[config.mk]
export PLATFORM = sky130hd
export DESIGN_NAME = mem_access
export DESIGN_NICKNAME = d
export VERILOG_FILES = /design/src/rtl/mem_access_pkg.sv /design/src/rtl/mem_access_lsu_align.sv /design/src/rtl/mem_access.sv
export SDC_FILE = /design/constraint.sdc
export NUM_CORES = 1
export LEC_CHECK = 0
export ABC_AREA = 1
export CAP_MARGIN = 20
export CORE_ASPECT_RATIO = 0.5
export CORE_MARGIN = 2
export CORE_UTILIZATION = 30
export DETAILED_ROUTE_END_ITERATION = 12
export PLACE_DENSITY = 0.6
export SLEW_MARGIN = 20
export SYNTH_ARGS = -nofsm -noshare
export SYNTH_HDL_FRONTEND = slang
export SYNTH_HIERARCHICAL = 1
export SYNTH_SLANG_ARGS = --single-unit
[constraint.sdc]
create_clock -name clk -period 1.9 [get_ports clk]
set_input_delay 0.57 -clock clk [delete_from_list [all_inputs] [get_ports clk]]
set_output_delay 0.57 -clock clk [all_outputs]
set_load 0.02 [all_outputs]
[src/rtl/mem_access_pkg.sv]
// Shared definitions for the data-memory access controller: funct3 encodings,
// FSM state encoding, fault cause codes and access legality helpers.
package mem_access_pkg;

    localparam logic [2:0] F3_LB  = 3'b000;
    localparam logic [2:0] F3_LH  = 3'b001;
    localparam logic [2:0] F3_LW  = 3'b010;
    localparam logic [2:0] F3_LBU = 3'b100;
    localparam logic [2:0] F3_LHU = 3'b101;
    localparam logic [2:0] F3_SB  = 3'b000;
    localparam logic [2:0] F3_SH  = 3'b001;
    localparam logic [2:0] F3_SW  = 3'b010;

    localparam logic [1:0] CAUSE_NONE     = 2'b00;
    localparam logic [1:0] CAUSE_MISALIGN = 2'b01;
    localparam logic [1:0] CAUSE_ILLEGAL  = 2'b10;
    localparam logic [1:0] CAUSE_TIMEOUT  = 2'b11;

    typedef enum logic [1:0] {
        ST_IDLE  = 2'b00,
        ST_REQ   = 2'b01,
        ST_DONE  = 2'b10,
        ST_FAULT = 2'b11
    } state_e;

    // Loads reject 011/110/111; stores accept only the three plain widths.
    function automatic logic is_illegal(input logic is_load, input logic [2:0] f3);
        if (is_load) begin
            return (f3 == 3'b011) || (f3 == 3'b110) || (f3 == 3'b111);
        end
        return f3[2] || (f3[1:0] == 2'b11);
    endfunction

    function automatic logic is_misaligned(input logic [2:0] f3, input logic [1:0] addr_lo);
        case (f3[1:0])
            2'b01:   return addr_lo[0];
            2'b10:   return addr_lo != 2'b00;
            default: return 1'b0;
        endcase
    endfunction

endpackage

[src/rtl/mem_access_lsu_align.sv]
// Byte-lane steering for stores and lane extraction plus sign/zero extension
// for loads; purely combinational.
module mem_access_lsu_align
    import mem_access_pkg::*;
(
    input  logic [2:0]  funct3_i,
    input  logic [1:0]  addr_lo_i,
    input  logic [31:0] store_data_i,
    input  logic [31:0] rdata_i,
    output logic [3:0]  be_o,
    output logic [31:0] wdata_o,
    output logic [31:0] load_ext_o
);

    logic [31:0] shifted;

    always_comb begin
        be_o    = 4'b0000;
        wdata_o = 32'h0;
        case ({1'b0, funct3_i[1:0]})
            F3_SB: begin
                be_o    = 4'b0001 << addr_lo_i;
                wdata_o = {4{store_data_i[7:0]}};
            end
            F3_SH: begin
                be_o    = addr_lo_i[1] ? 4'b1100 : 4'b0011;
                wdata_o = {2{store_data_i[15:0]}};
            end
            F3_SW: begin
                be_o    = 4'b1111;
                wdata_o = store_data_i;
            end
            default: ;
        endcase
    end

    // Only aligned accesses reach the bus, so shifting the addressed lane
    // down to bit 0 serves bytes, halves and words alike.
    always_comb begin
        shifted    = rdata_i >> {addr_lo_i, 3'b000};
        load_ext_o = 32'h0;
        case (funct3_i)
            F3_LB:   load_ext_o = {{24{shifted[7]}}, shifted[7:0]};
            F3_LBU:  load_ext_o = {24'h0, shifted[7:0]};
            F3_LH:   load_ext_o = {{16{shifted[15]}}, shifted[15:0]};
            F3_LHU:  load_ext_o = {16'h0, shifted[15:0]};
            F3_LW:   load_ext_o = shifted;
            default: ;
        endcase
    end

endmodule

[src/rtl/mem_access.sv]
// MEM-stage data-memory access controller: sequences each load/store as a
// handshaked bus transaction, stalls the pipeline and reports faults.
module mem_access
    import mem_access_pkg::*;
#(
    parameter int TIMEOUT = 16
) (
    input  logic        clk,
    input  logic        rst_n,
    input  logic        read_mem,
    input  logic        write_mem,
    input  logic [2:0]  funct3,
    input  logic [31:0] result,
    input  logic [31:0] store_data,
    output logic        stall,
    output logic [31:0] load_data,
    output logic        load_valid,
    output logic        fault,
    output logic [1:0]  fault_cause,
    output logic        ce,
    output logic        we,
    output logic [3:0]  be,
    output logic [31:0] data_addr,
    output logic [31:0] wdata,
    input  logic [31:0] rdata,
    input  logic        ack
);

    localparam int CNT_W = (TIMEOUT > 2) ? $clog2(TIMEOUT) : 1;

    state_e             state_q, state_d;
    logic [31:0]        addr_q, addr_d;
    logic [2:0]         funct3_q, funct3_d;
    logic [31:0]        sdata_q, sdata_d;
    logic               is_load_q, is_load_d;
    logic [CNT_W-1:0]   cnt_q, cnt_d;
    logic [1:0]         cause_q, cause_d;
    logic [31:0]        load_data_q, load_data_d;

    logic [3:0]         align_be;
    logic [31:0]        align_wdata;
    logic [31:0]        align_load;

    mem_access_lsu_align u_lsu_align (
        .funct3_i     (funct3_q),
        .addr_lo_i    (addr_q[1:0]),
        .store_data_i (sdata_q),
        .rdata_i      (rdata),
        .be_o         (align_be),
        .wdata_o      (align_wdata),
        .load_ext_o   (align_load)
    );

    always_ff @(posedge clk or negedge rst_n) begin
        if (!rst_n) begin
            state_q     <= ST_IDLE;
            addr_q      <= 32'h0;
            funct3_q    <= 3'b000;
            sdata_q     <= 32'h0;
            is_load_q   <= 1'b0;
            cnt_q       <= '0;
            cause_q     <= CAUSE_NONE;
            load_data_q <= 32'h0;
        end else begin
            state_q     <= state_d;
            addr_q      <= addr_d;
            funct3_q    <= funct3_d;
            sdata_q     <= sdata_d;
            is_load_q   <= is_load_d;
            cnt_q       <= cnt_d;
            cause_q     <= cause_d;
            load_data_q <= load_data_d;
        end
    end

    // Next-state and bus outputs; DONE/FAULT ignore the still-present request
    // so the same instruction is never accepted twice.
    always_comb begin
        state_d     = state_q;
        addr_d      = addr_q;
        funct3_d    = funct3_q;
        sdata_d     = sdata_q;
        is_load_d   = is_load_q;
        cnt_d       = cnt_q;
        cause_d     = cause_q;
        load_data_d = load_data_q;
        stall       = 1'b0;
        load_valid  = 1'b0;
        fault       = 1'b0;
        fault_cause = CAUSE_NONE;
        ce          = 1'b0;
        we          = 1'b0;
        be          = 4'b0000;
        data_addr   = 32'h0;
        wdata       = 32'h0;

        case (state_q)
            ST_IDLE: begin
                if (read_mem || write_mem) begin
                    stall     = 1'b1;
                    addr_d    = result;
                    funct3_d  = funct3;
                    sdata_d   = store_data;
                    is_load_d = read_mem;
                    cnt_d     = '0;
                    if (is_illegal(read_mem, funct3)) begin
                        cause_d = CAUSE_ILLEGAL;
                        state_d = ST_FAULT;
                    end else if (is_misaligned(funct3, result[1:0])) begin
                        cause_d = CAUSE_MISALIGN;
                        state_d = ST_FAULT;
                    end else begin
                        state_d = ST_REQ;
                    end
                end
            end
            ST_REQ: begin
                stall     = 1'b1;
                ce        = 1'b1;
                we        = ~is_load_q;
                be        = align_be;
                data_addr = {addr_q[31:2], 2'b00};
                wdata     = align_wdata;
                if (ack) begin
                    state_d = ST_DONE;
                    if (is_load_q) begin
                        load_data_d = align_load;
                    end
                end else if (cnt_q == CNT_W'(TIMEOUT - 1)) begin
                    cause_d = CAUSE_TIMEOUT;
                    state_d = ST_FAULT;
                end else begin
                    cnt_d = cnt_q + CNT_W'(1);
                end
            end
            ST_DONE: begin
                load_valid = is_load_q;
                state_d    = ST_IDLE;
            end
            ST_FAULT: begin
                fault       = 1'b1;
                fault_cause = cause_q;
                state_d     = ST_IDLE;
            end
            default: state_d = ST_IDLE;
        endcase
    end

    assign load_data = load_data_q;

endmodule

* Word level (Yosys, flattened, before mapping) *
Cells that the tools add are included.

storage, ports and cells
  register bits = 108
  input bits = 104

operators by class
  add/subtract/negate cells = 1
  eq/ne operators = 22
  shifts and indexed selects = 2
  multiplexer cells = 40
  bitwise gates (word level) = 1
  reduce and logical (&&, ||, !) cells = 15

operators with widths
  kind                                           count
  one-hot mux 32 bit (5 select lines)            1
  one-hot mux 32 bit (3 select lines)            1
  2-to-1 mux 32 bit                              2
  >> shifter 32 x 5 -> 32 bit                    1
  2-to-1 mux 2 bit                               10
  2-to-1 mux 4 bit                               5
  2-to-1 mux 1 bit                               15
  == test 3 bit, second input constant           4
  one-hot mux 4 bit (3 select lines)             1
  == test 2 bit, second input constant           5
  inequality test 2 bit, second input constant   4
  one-hot mux 4 bit (2 select lines)             1
  == test 2 x 1 -> 1 bit, second input constant  3
  == test 3 x 2 -> 1 bit, second input constant  2
  inequality test 3 bit, second input constant   2
  one-hot mux 2 bit (3 select lines)             1
  AND reduction 5 bit                            1
  adder 4 x 1 -> 4 bit, second input constant    1
  == test 4 bit, second input constant           1
  logical NOT 2 bit                              2
  logical OR 1 bit                               4
  one-hot mux 1 bit (2 select lines)             2
  one-hot mux 2 bit (2 select lines)             1
  AND reduction 2 bit                            2
  8 further kinds                                9

* Longest topological paths before layout *
Gate-level depths: netlist of the first run.

  depth after elaboration = 14
  depth in mapped cells = 9
  gate-level depth less buffers = 9

* Hierarchy *
The synthesis of the first run kept the hierarchy.

modules (own cells, without submodules)
  module                instances  cells each  area an instance (um2)
  mem_access            1          471         4805.9
  mem_access_lsu_align  1          286         1366.3

* Least setup slack after synthesis of the first run *
OpenSTA, ideal clock, no wires.

  path type = register to output
  start = register state_q[1]
  end = output wdata[14]
  arrival time = 1363 ps
  setup slack = -33 ps
  cell stages (with the launch flop) = 6
  path through = dfrtp_1 nor2_8 inv_2 buf_2 buf_2 nor2_1

on the way
  longest elaborated chain between the ends = 2

RTL lines
  item                    RTL line          source
  start, declared         mem_access.sv:31  state_e state_q, state_d;
  start signal, assigned  mem_access.sv:65  state_q <= state_d;
  == test 2 x 1 -> 1 bit  mem_access.sv:97  case (state_q)
  2-to-1 mux 32 bit       mem_access.sv:97
  end, declared           mem_access.sv:24  output logic [31:0] wdata,

Every way passes these cells.

* Worst setup path in the final report of the first run *
  start = register funct3_q[1]
  end = output wdata[30]

on the way
  longest elaborated chain between the ends = 3

RTL lines
  item                                         RTL line                    source
  start, declared                              mem_access.sv:33            logic [2:0] funct3_q, funct3_d;
  start signal, assigned                       mem_access.sv:67            funct3_q <= funct3_d;
  == test 2 bit, or another cell as far along  mem_access_lsu_align.sv:20  case ({1'b0, funct3_i[1:0]})
  one-hot mux 32 bit (3 select lines) *        mem_access_lsu_align.sv:20
  named net align_wdata[30]                    mem_access.sv:41            logic [31:0] align_wdata;
  2-to-1 mux 32 bit *                          mem_access.sv:97

The timed path passes the listed nets; every way through them passes the cells marked *.

==> impl.org, run 1 <==
** Die
- For this configuration, the core starts out at a cell density of 30.30%.
- Standard-cell row count :: 37
- From bottom edge to top edge, the die measures 105.4 um.
- Measured along the x axis, the die boundary spans 206.9 um.
- Placeable Area :: 20,370 sq um
- Die area :: 21,810 sq um
- During I/O placement, the number of pins put on the boundary was 211.

** Placement
- Pre-CTS setup slack :: -0.7218 ns
- Port buffering added 208 buffers.
- DP HPWL :: 14.07 mm
- At the end of routability-driven placement, the weighted congestion stood at 0.8558.
- DP Area :: 8864 sq um

** Setup path
- Startpoint of the worst-slack reg-to-reg timing path :: addr_q[1]
- At the worst endpoint, the required time is 1.33 ns.
- The worst setup path is launched from a register.
- Measured in cells, the most critical reg-to-reg path has a length of 9.
- STA classifies the critical path endpoint as an output pin.
- Of all nets on the critical path, the largest fanout is 16.
- Traced cell by cell, the critical path runs through inv_4, nor2_4, buf_12, nand2_1, o211ai_1, inv_1, nor2_1, buf_4.
- Reg-to-reg endpoint :: load_data[19]
- For the worst setup path, the data arrival time is 1.67 ns.
- Worst path top cell family by delay :: flip-flops
- Largest stage delay on the critical path :: 0.47 ns
- Path type of the worst setup path :: reg2out
- The critical path contains buffers and inverters numbering 4 combined.
- CP max-delay cell :: sky130_fd_sc_hd__dfrtp_2
- The setup check on the worst reg-to-reg path leaves a slack of 0.12 ns.

** Timing
- RSZ-0062 raised after global routing :: true
- Fin Setup TNS :: -13.94 ns
- Clock skew after layout :: 0.01230 ns
- Number of setup violations in the final report :: 69
- The final hold violation count came to 0.
- Final worst setup slack :: -0.3354 ns
- Final critical path time including I/O delays and setup :: 2.235 ns
- Final clock period utilization by the worst path :: 117.7%
- The number of max-slew violations in the final report is 0.
- Timing would allow up to 447.3 MHz.

** Logic synthesis
- In the post-synthesis netlist, the biggest area contributors are sky130_fd_sc_hd__dfrtp_1 44%, sky130_fd_sc_hd__nand2_1 10%, sky130_fd_sc_hd__nor2_1 7.7%.
- Synth warn :: 6
- The synthesized netlist occupies a cell area of 6172 sq um.
- Total of flip-flops plus latches after synthesis :: 108
- The number of different library cells used by synthesis comes to 33.
- After synthesis, the largest area contributor takes up 43.79% of total cell area.
- Of all cell types, the one taking the most synthesized area is sky130_fd_sc_hd__dfrtp_1.
- Gate Count Post-Synth :: 757
- Average footprint of a synthesized cell :: 8.153 sq um
- The most used flip-flop cell after synthesis is sky130_fd_sc_hd__dfrtp_1.
- In this run, synthesis inferred 0 flip-flops with an integrated enable.
- Async set-or-reset flop fraction in the synthesized netlist :: 100.0%
- Top cell types by occurrence after synthesis :: 171 x sky130_fd_sc_hd__nand2_1, 126 x sky130_fd_sc_hd__nor2_1, 108 x sky130_fd_sc_hd__dfrtp_1
- By instance count, the leading cell after synthesis is sky130_fd_sc_hd__nand2_1.
- Fraction of the yosys area taken by sequential cells :: 43.79%

** Route
- The detail route stage leaves a number of antenna-violating nets equal to 0.
- In the routed design, unresolved DRC markers number 0.
- The first detailed-routing pass took 4 iterations.
- Detailed Route WL :: 19.51 mm
- Total via count after detailed routing :: 5,788
- Using the TritonRoute via totals, the vias-per-cell ratio works out to 4.466.
- The first routing iteration left 260 violations.
- After detailed routing, the average wire length per cell comes to 15.05 um.

** Clock network
- Clock tree synthesis inserted a total of 9 buffers.
- The clock passes through at most 2 buffers.
- The clock tree synthesis step divided the H-tree into 3 levels.
- Clock tree from TritonCTS :: yes
- Clock latency on the worst-skew pair, taken at its later pin, is 0.35 ns.
- Reg clk slew, reported paths :: 0.08 ns
- Root buf cell :: sky130_fd_sc_hd__clkbuf_16
- CTS sink cnt :: 108

** Finish
- Antenna diode instance count :: 0
- Fraction of layout instances using a drive strength above 1 :: 30.11%
- Area of all placed cells without fillers :: 9856 sq um
- Layout overhead on the synthesized area :: 59.68%
- Net total in the final layout :: 1,127

** Global routing
- In the global route stage, overall resource usage came out at 17.96%.
- The first global-routing pass estimated 30.45 mm of wire.
- Global route total overflow :: 0
- Entering global routing, the biggest net connects 64 pins.
- The number of global-route vias before repair came to 5,751.
- The number of antenna violations at the first check in global routing came to 0.

** Pwr
- Worst voltage drop across the vdd grid :: 0.5778 mV
- The design draws 16.62 mW.
- For this design the ratio of total power to cell area is 1687 nW/um^2.
- LEAKAGE :: 5.177 nW

** Job
- Number of max-cap violations :: 0

** Run status
- Violations in the final reports :: negative setup slack
- The flow ran to the end, but the final reports show violations.

** Worst hold path
- Worst hold path class :: in2async
[worst max-delay path by stage]
| stage | from | endpoint | slack (ns) | depth (start not counted) |
|---|---|---|---|---|
| global placement | read_mem | stall | -0.72 | 6 |
| floorplan | state_q[1] | wdata[14] | -0.03 | 5 |
| detailed placement | read_mem | stall | -0.72 | 6 |
| finish | funct3_q[1] | wdata[30] | -0.34 | 8 |
| global route | funct3_q[1] | wdata[30] | -0.46 | 8 |
| CTS | funct3_q[1] | wdata[30] | -0.35 | 8 |
[report_power, final]
part           total [mW]  internal [mW]  switching, mW
combinational        10.9           4.99           5.87
clock                1.80          0.929          0.869
sequential           3.96           3.33          0.635
[area by class of cell]
cell class / instances / area (sq um)
fillers: 1957 / 10510
multi-input cells: 504 / 3164
repair buffers: 285 / 2937
flip-flops and latches: 108 / 2706
inverters: 110 / 426.7
well taps: 273 / 341.6
clock buffers: 11 / 242.7
clock inverters: 5 / 37.54
[layout by cell type, fill, tap and decap left out, types with 2 or more instances in the layout]
cell                                n
sky130_fd_sc_hd__nand2_4            9
sky130_fd_sc_hd__nand3_2           16
sky130_fd_sc_hd__o21ai_0            7
sky130_fd_sc_hd__mux2_1            32
sky130_fd_sc_hd__nand2_1          155
sky130_fd_sc_hd__nand2_2           13
sky130_fd_sc_hd__o21ai_1           19
sky130_fd_sc_hd__clkdlybuf4s50_1  100
sky130_fd_sc_hd__o21ai_2            3
sky130_fd_sc_hd__mux2_4            10
sky130_fd_sc_hd__buf_12            13
sky130_fd_sc_hd__mux2_2            25
sky130_fd_sc_hd__nor2_4            33
sky130_fd_sc_hd__inv_1             99
sky130_fd_sc_hd__ha_1               5
sky130_fd_sc_hd__buf_16             3
sky130_fd_sc_hd__dfrtp_2            3
sky130_fd_sc_hd__dfrtp_1          105
sky130_fd_sc_hd__a21oi_1           38
sky130_fd_sc_hd__dlymetal6s2s_1    10
sky130_fd_sc_hd__inv_2              8
sky130_fd_sc_hd__clkinv_4           2
sky130_fd_sc_hd__clkinvlp_4         3
sky130_fd_sc_hd__o211ai_1           4
sky130_fd_sc_hd__conb_1             2
sky130_fd_sc_hd__nor2_2            16
sky130_fd_sc_hd__nor2_8             2
sky130_fd_sc_hd__dlygate4sd2_1     24
sky130_fd_sc_hd__nand3_1           26
sky130_fd_sc_hd__clkbuf_16          9
sky130_fd_sc_hd__buf_4             69
sky130_fd_sc_hd__buf_6             65
sky130_fd_sc_hd__nor2_1            83
[registers in the layout, indices dropped and copies added, names as in the netlist]
name / cells
addr_q: 32
load_data: 32
sdata_q: 32
cnt_q: 4
funct3_q: 3
cause_q: 2
state_q: 2
is_load_q: 1
[timing repair]
item	in CTS	in global routing
setup endpoints to repair	169	132
gates resized for setup	548	53
hold buffers	0	0
setup buffers	20	3
pin swaps	14	19
cloned	3	0
[layer usage]
layer	vias to the layer above	routed length (um)	GRT usage, %
li1	2857	-	-
met1	2830	8536	23.40
met2	91	10110	31.50
met3	10	709	3.216
met4	0	150	2.938
met5	-	0	0
[metrics by stage]
step	util, %	cells	hold slack [ns]
after CTS	47.56	1294	0.1740
after floorplan	-	758	0.2744
final	48.38	1296	0.1704
after global routing	48.38	1296	0.1796
after detailed placement	43.51	1256	0.4695
after global placement	43.51	1256	0.4749
[kinds of logic (layout without fill, tap and decap cells)]
logic type	Yosys count	count (layout)	share of synthesized area (%)
AO/OA/AOI/OAI	71	71	5.980
flip-flops	108	108	43.79
XOR/XNOR	1	1	0.1419
AND/OR/NAND/NOR	357	357	25.06
multiplexers	68	68	12.99
adder cells (fa/ha/maj)	5	5	1.014
other	1	2	0.06076
buffers and inverters	146	411	10.97
No activity file was read; power rests on OpenSTA's default activity.
==> inputs of run 2 (changes only) <==
--- a/config.mk
+++ b/config.mk
@@ -8,8 +8,9 @@
 export ABC_AREA = 1
 export CAP_MARGIN = 20
 export CORE_ASPECT_RATIO = 0.5
-export CORE_MARGIN = 2
+export CORE_MARGIN = 4
 export CORE_UTILIZATION = 30
+export CTS_CLUSTER_SIZE = 8
 export DETAILED_ROUTE_END_ITERATION = 12
 export PLACE_DENSITY = 0.6
 export SLEW_MARGIN = 20
==> run 2 against run 1 <==
Net effect:
- wire length is 4.9% higher
- critical endpoint is now wdata[9]
- via count up 2.3%
- critical path depth up 1
- final area is 2.5% higher
- non-clock buffer count rose by 3
- the run still ends with negative setup slack left
- core utilization is 2.6 points higher
- power up 4.9%
==> impl.org, run 2 (same netlist as run 1, synthesis figures left out) <==
** Clock network
- Maximum clock insertion buffer count :: 2
- CTS placed an instance of sky130_fd_sc_hd__clkbuf_16 at the clock tree root.
- Clock tree from TritonCTS :: yes
- CTS sink cnt :: 108
- Clock insertion delay at the later pin of the skew report :: 0.36 ns
- Reg clk slew, reported paths :: 0.07 ns
- Htree depth :: 3
- TritonCTS buffer count :: 9

** Timing
- Fin Setup TNS :: -14.61 ns
- Counting I/O delays and the setup requirement, the final critical path takes 2.221 ns.
- Number of max-slew violations in the final report :: 0
- RSZ-0062 raised after global routing :: true
- Clock skew on the completed layout was measured at 0.009174 ns.
- Setup violations remaining at the end of the flow were counted as 72.
- In the finished design, the share of the clock period the worst path needs comes to 116.9%.
- Derived from the worst setup path, the maximum achievable clock frequency is 450.2 MHz.
- Final Hold Fails :: 0
- Setup slack on the critical path of the routed design comes to -0.3211 ns.

** Setup path
- The worst setup path is of the reg2out kind.
- CP endpoint kind :: output pin
- For the worst setup path, the data required time is 1.33 ns.
- Of all nets on the critical path, the largest fanout is 8.
- At the worst endpoint, the arrival time is 1.65 ns.
- CP startpoint kind :: register

** Finish
- Excluding fillers, the count of instances in the completed layout stands at 1,292.
- Final Core Density :: 50.95%
- Layout overhead on the synthesized area :: 63.59%
- Fraction of layout instances using a drive strength above 1 :: 32.94%
- In the layout the commonest cells are 150 x sky130_fd_sc_hd__nand2_1, 104 x sky130_fd_sc_hd__dfrtp_1, 100 x sky130_fd_sc_hd__clkdlybuf4s50_1, 94 x sky130_fd_sc_hd__inv_1, 74 x sky130_fd_sc_hd__buf_6.
- Net total in the final layout :: 1,130
- Antenna diode instance count :: 0
- Fillcell total :: 1,833
- Summing all non-filler instances in the final layout gives an area of 10,100 sq um.
- Most frequent standard cell in the layout excluding fill and tap cells :: sky130_fd_sc_hd__nand2_1

** Route
- Detailed Route WL :: 20.47 mm
- In this run the top signal layer used is met4.
- Count of antenna-violating nets left after detailed routing :: 0
- For this block, the initial DRC count from the detailed router was 288.
- Routed wirelength normalized by instance count :: 15.84 um
- Detailed routing placed a total of 938 um of wire on met3.
- # DRC :: 0
- The detailed router put a total of 8.531 mm of wire on met1.
- Average vias per placed instance :: 4.581
- Number of iterations in the first detailed-routing pass :: 5
- WL met2 :: 10.45 mm
- Total via count after detailed routing :: 5,919

** Die
- The floorplan step set the die width to 210.9 um.
- The die is 109.4 um tall.
- Initial Utilization :: 31.14%
- After floorplanning, the core was divided into 36 placement rows.
- In this run the count of I/O pins placed on the die edge is 211.
- Placeable Area :: 19,820 sq um
- Die area :: 23,070 sq um

** Placement
- DP Area :: 8797 sq um
- Routability cong. :: 0.8535
- After detailed placement, the design holds a cell count of 1,245.
- Buffers placed on the I/O ports in this run total 208.
- DP HPWL :: 14.77 mm

** Pwr
- Per report_power, the clock group accounts for 11.1% of the total.
- For this design the ratio of total power to cell area is 1726 nW/um^2.
- LEAKAGE :: 5.186 nW
- Internal cell power :: 9.641 mW
- Total net switching power :: 7.790 mW
- Final Power :: 17.43 mW
- The worst-case IR drop observed on VDD is 0.5784 mV.
- Per report_power, the sequential group accounts for 23.0% of the total.
- Net switching is 44.69% of the power.
- Part of the total power dissipated in combinational logic :: 66.0%

** Global routing
- Wire length of the first global-routing pass :: 31.66 mm
- Global route total overflow :: 0
- Total GRT Usage :: 17.22%
- Entering global routing, the biggest net connects 64 pins.
- Via count of the first global-routing pass :: 6,031
- Number of antenna violations at the first check in global routing :: 0

** Run status
- Status :: finished, violations left
- The checks that failed: negative setup slack.

** Worst hold path
- The path class of the tightest hold or removal check is in2async.

** Job
- The tool flagged a number of max-cap violations equal to 0.
run 2: critical path: stages, from the launching register on:
cell and delay [ns]:
sky130_fd_sc_hd__dfrtp_2 0.47, sky130_fd_sc_hd__nor2_4 0.14, sky130_fd_sc_hd__buf_8 0.16, sky130_fd_sc_hd__inv_8 0.05
sky130_fd_sc_hd__buf_6 0.12, sky130_fd_sc_hd__nand3_1 0.06, sky130_fd_sc_hd__nand2_1 0.05, sky130_fd_sc_hd__inv_1 0.04
sky130_fd_sc_hd__nor2_1 0.04, sky130_fd_sc_hd__buf_4 0.15
run 2: final cells by class:
class	count	area (sq um)	area share, %
timing repair buffer	288	3003	29.74
sequential	108	2708	26.82
tap	266	332.8	3.296
clock buffer	11	242.7	2.404
inverter	110	430.4	4.263
multi-input combinational	504	3319	32.87
clock inverter	5	61.31	0.6072
run 2: power groups by stage:
stage                     clock [mW]  sequential [mW]  combinational (mW)
after floorplan                    0             4.10                5.33
after global placement             0             3.95                9.02
after detailed placement           0             3.98                9.13
after CTS                       1.99             3.98                10.7
after global routing            2.09             4.13                12.4
final                           1.93             4.00                11.5
run 2: layer usage:
layer  vias to the layer above  track usage (%)
met5                         -                0
met4                         0            5.687
met3                        33            3.421
met2                       134            30.40
met1                      2875            21.45
li1                       2877                -
run 2: worst paths after layout:
path	end	slack, ns	cells after the start	startpoint
min reg2reg	load_data[12]	0.49	1	load_data[12]
min in group clk	load_data[12]	0.49	1	load_data[12]
max in group asynchronous	state_q[1]	1.23	2	rst_n
max	wdata[9]	-0.32	9	funct3_q[0]
max reg2reg	cause_q[0]	0.09	11	state_q[1]
min	sdata_q[14]	0.12	1	rst_n
run 2: what timing repair did:
item	CTS	global route
resized for setup	578	90
buffers inserted	21	8
setup endpoints to repair	172	133
hold buffers	0	0
cloned	3	2
pin swaps	9	12
run 2: per-stage QoR:
| stage | hold slack [ns] | setup WS (ns) |
|---|---|---|
| 6_report | 0.1201 | -0.3211 |
| 5_1_grt | 0.1428 | -0.4408 |
| 4_1_cts | 0.1320 | -0.3346 |
| 3_5_place_dp | 0.4875 | -0.7796 |
| 3_3_place_gp | 0.4758 | -0.7801 |
| 2_1_floorplan | 0.2744 | -0.03273 |
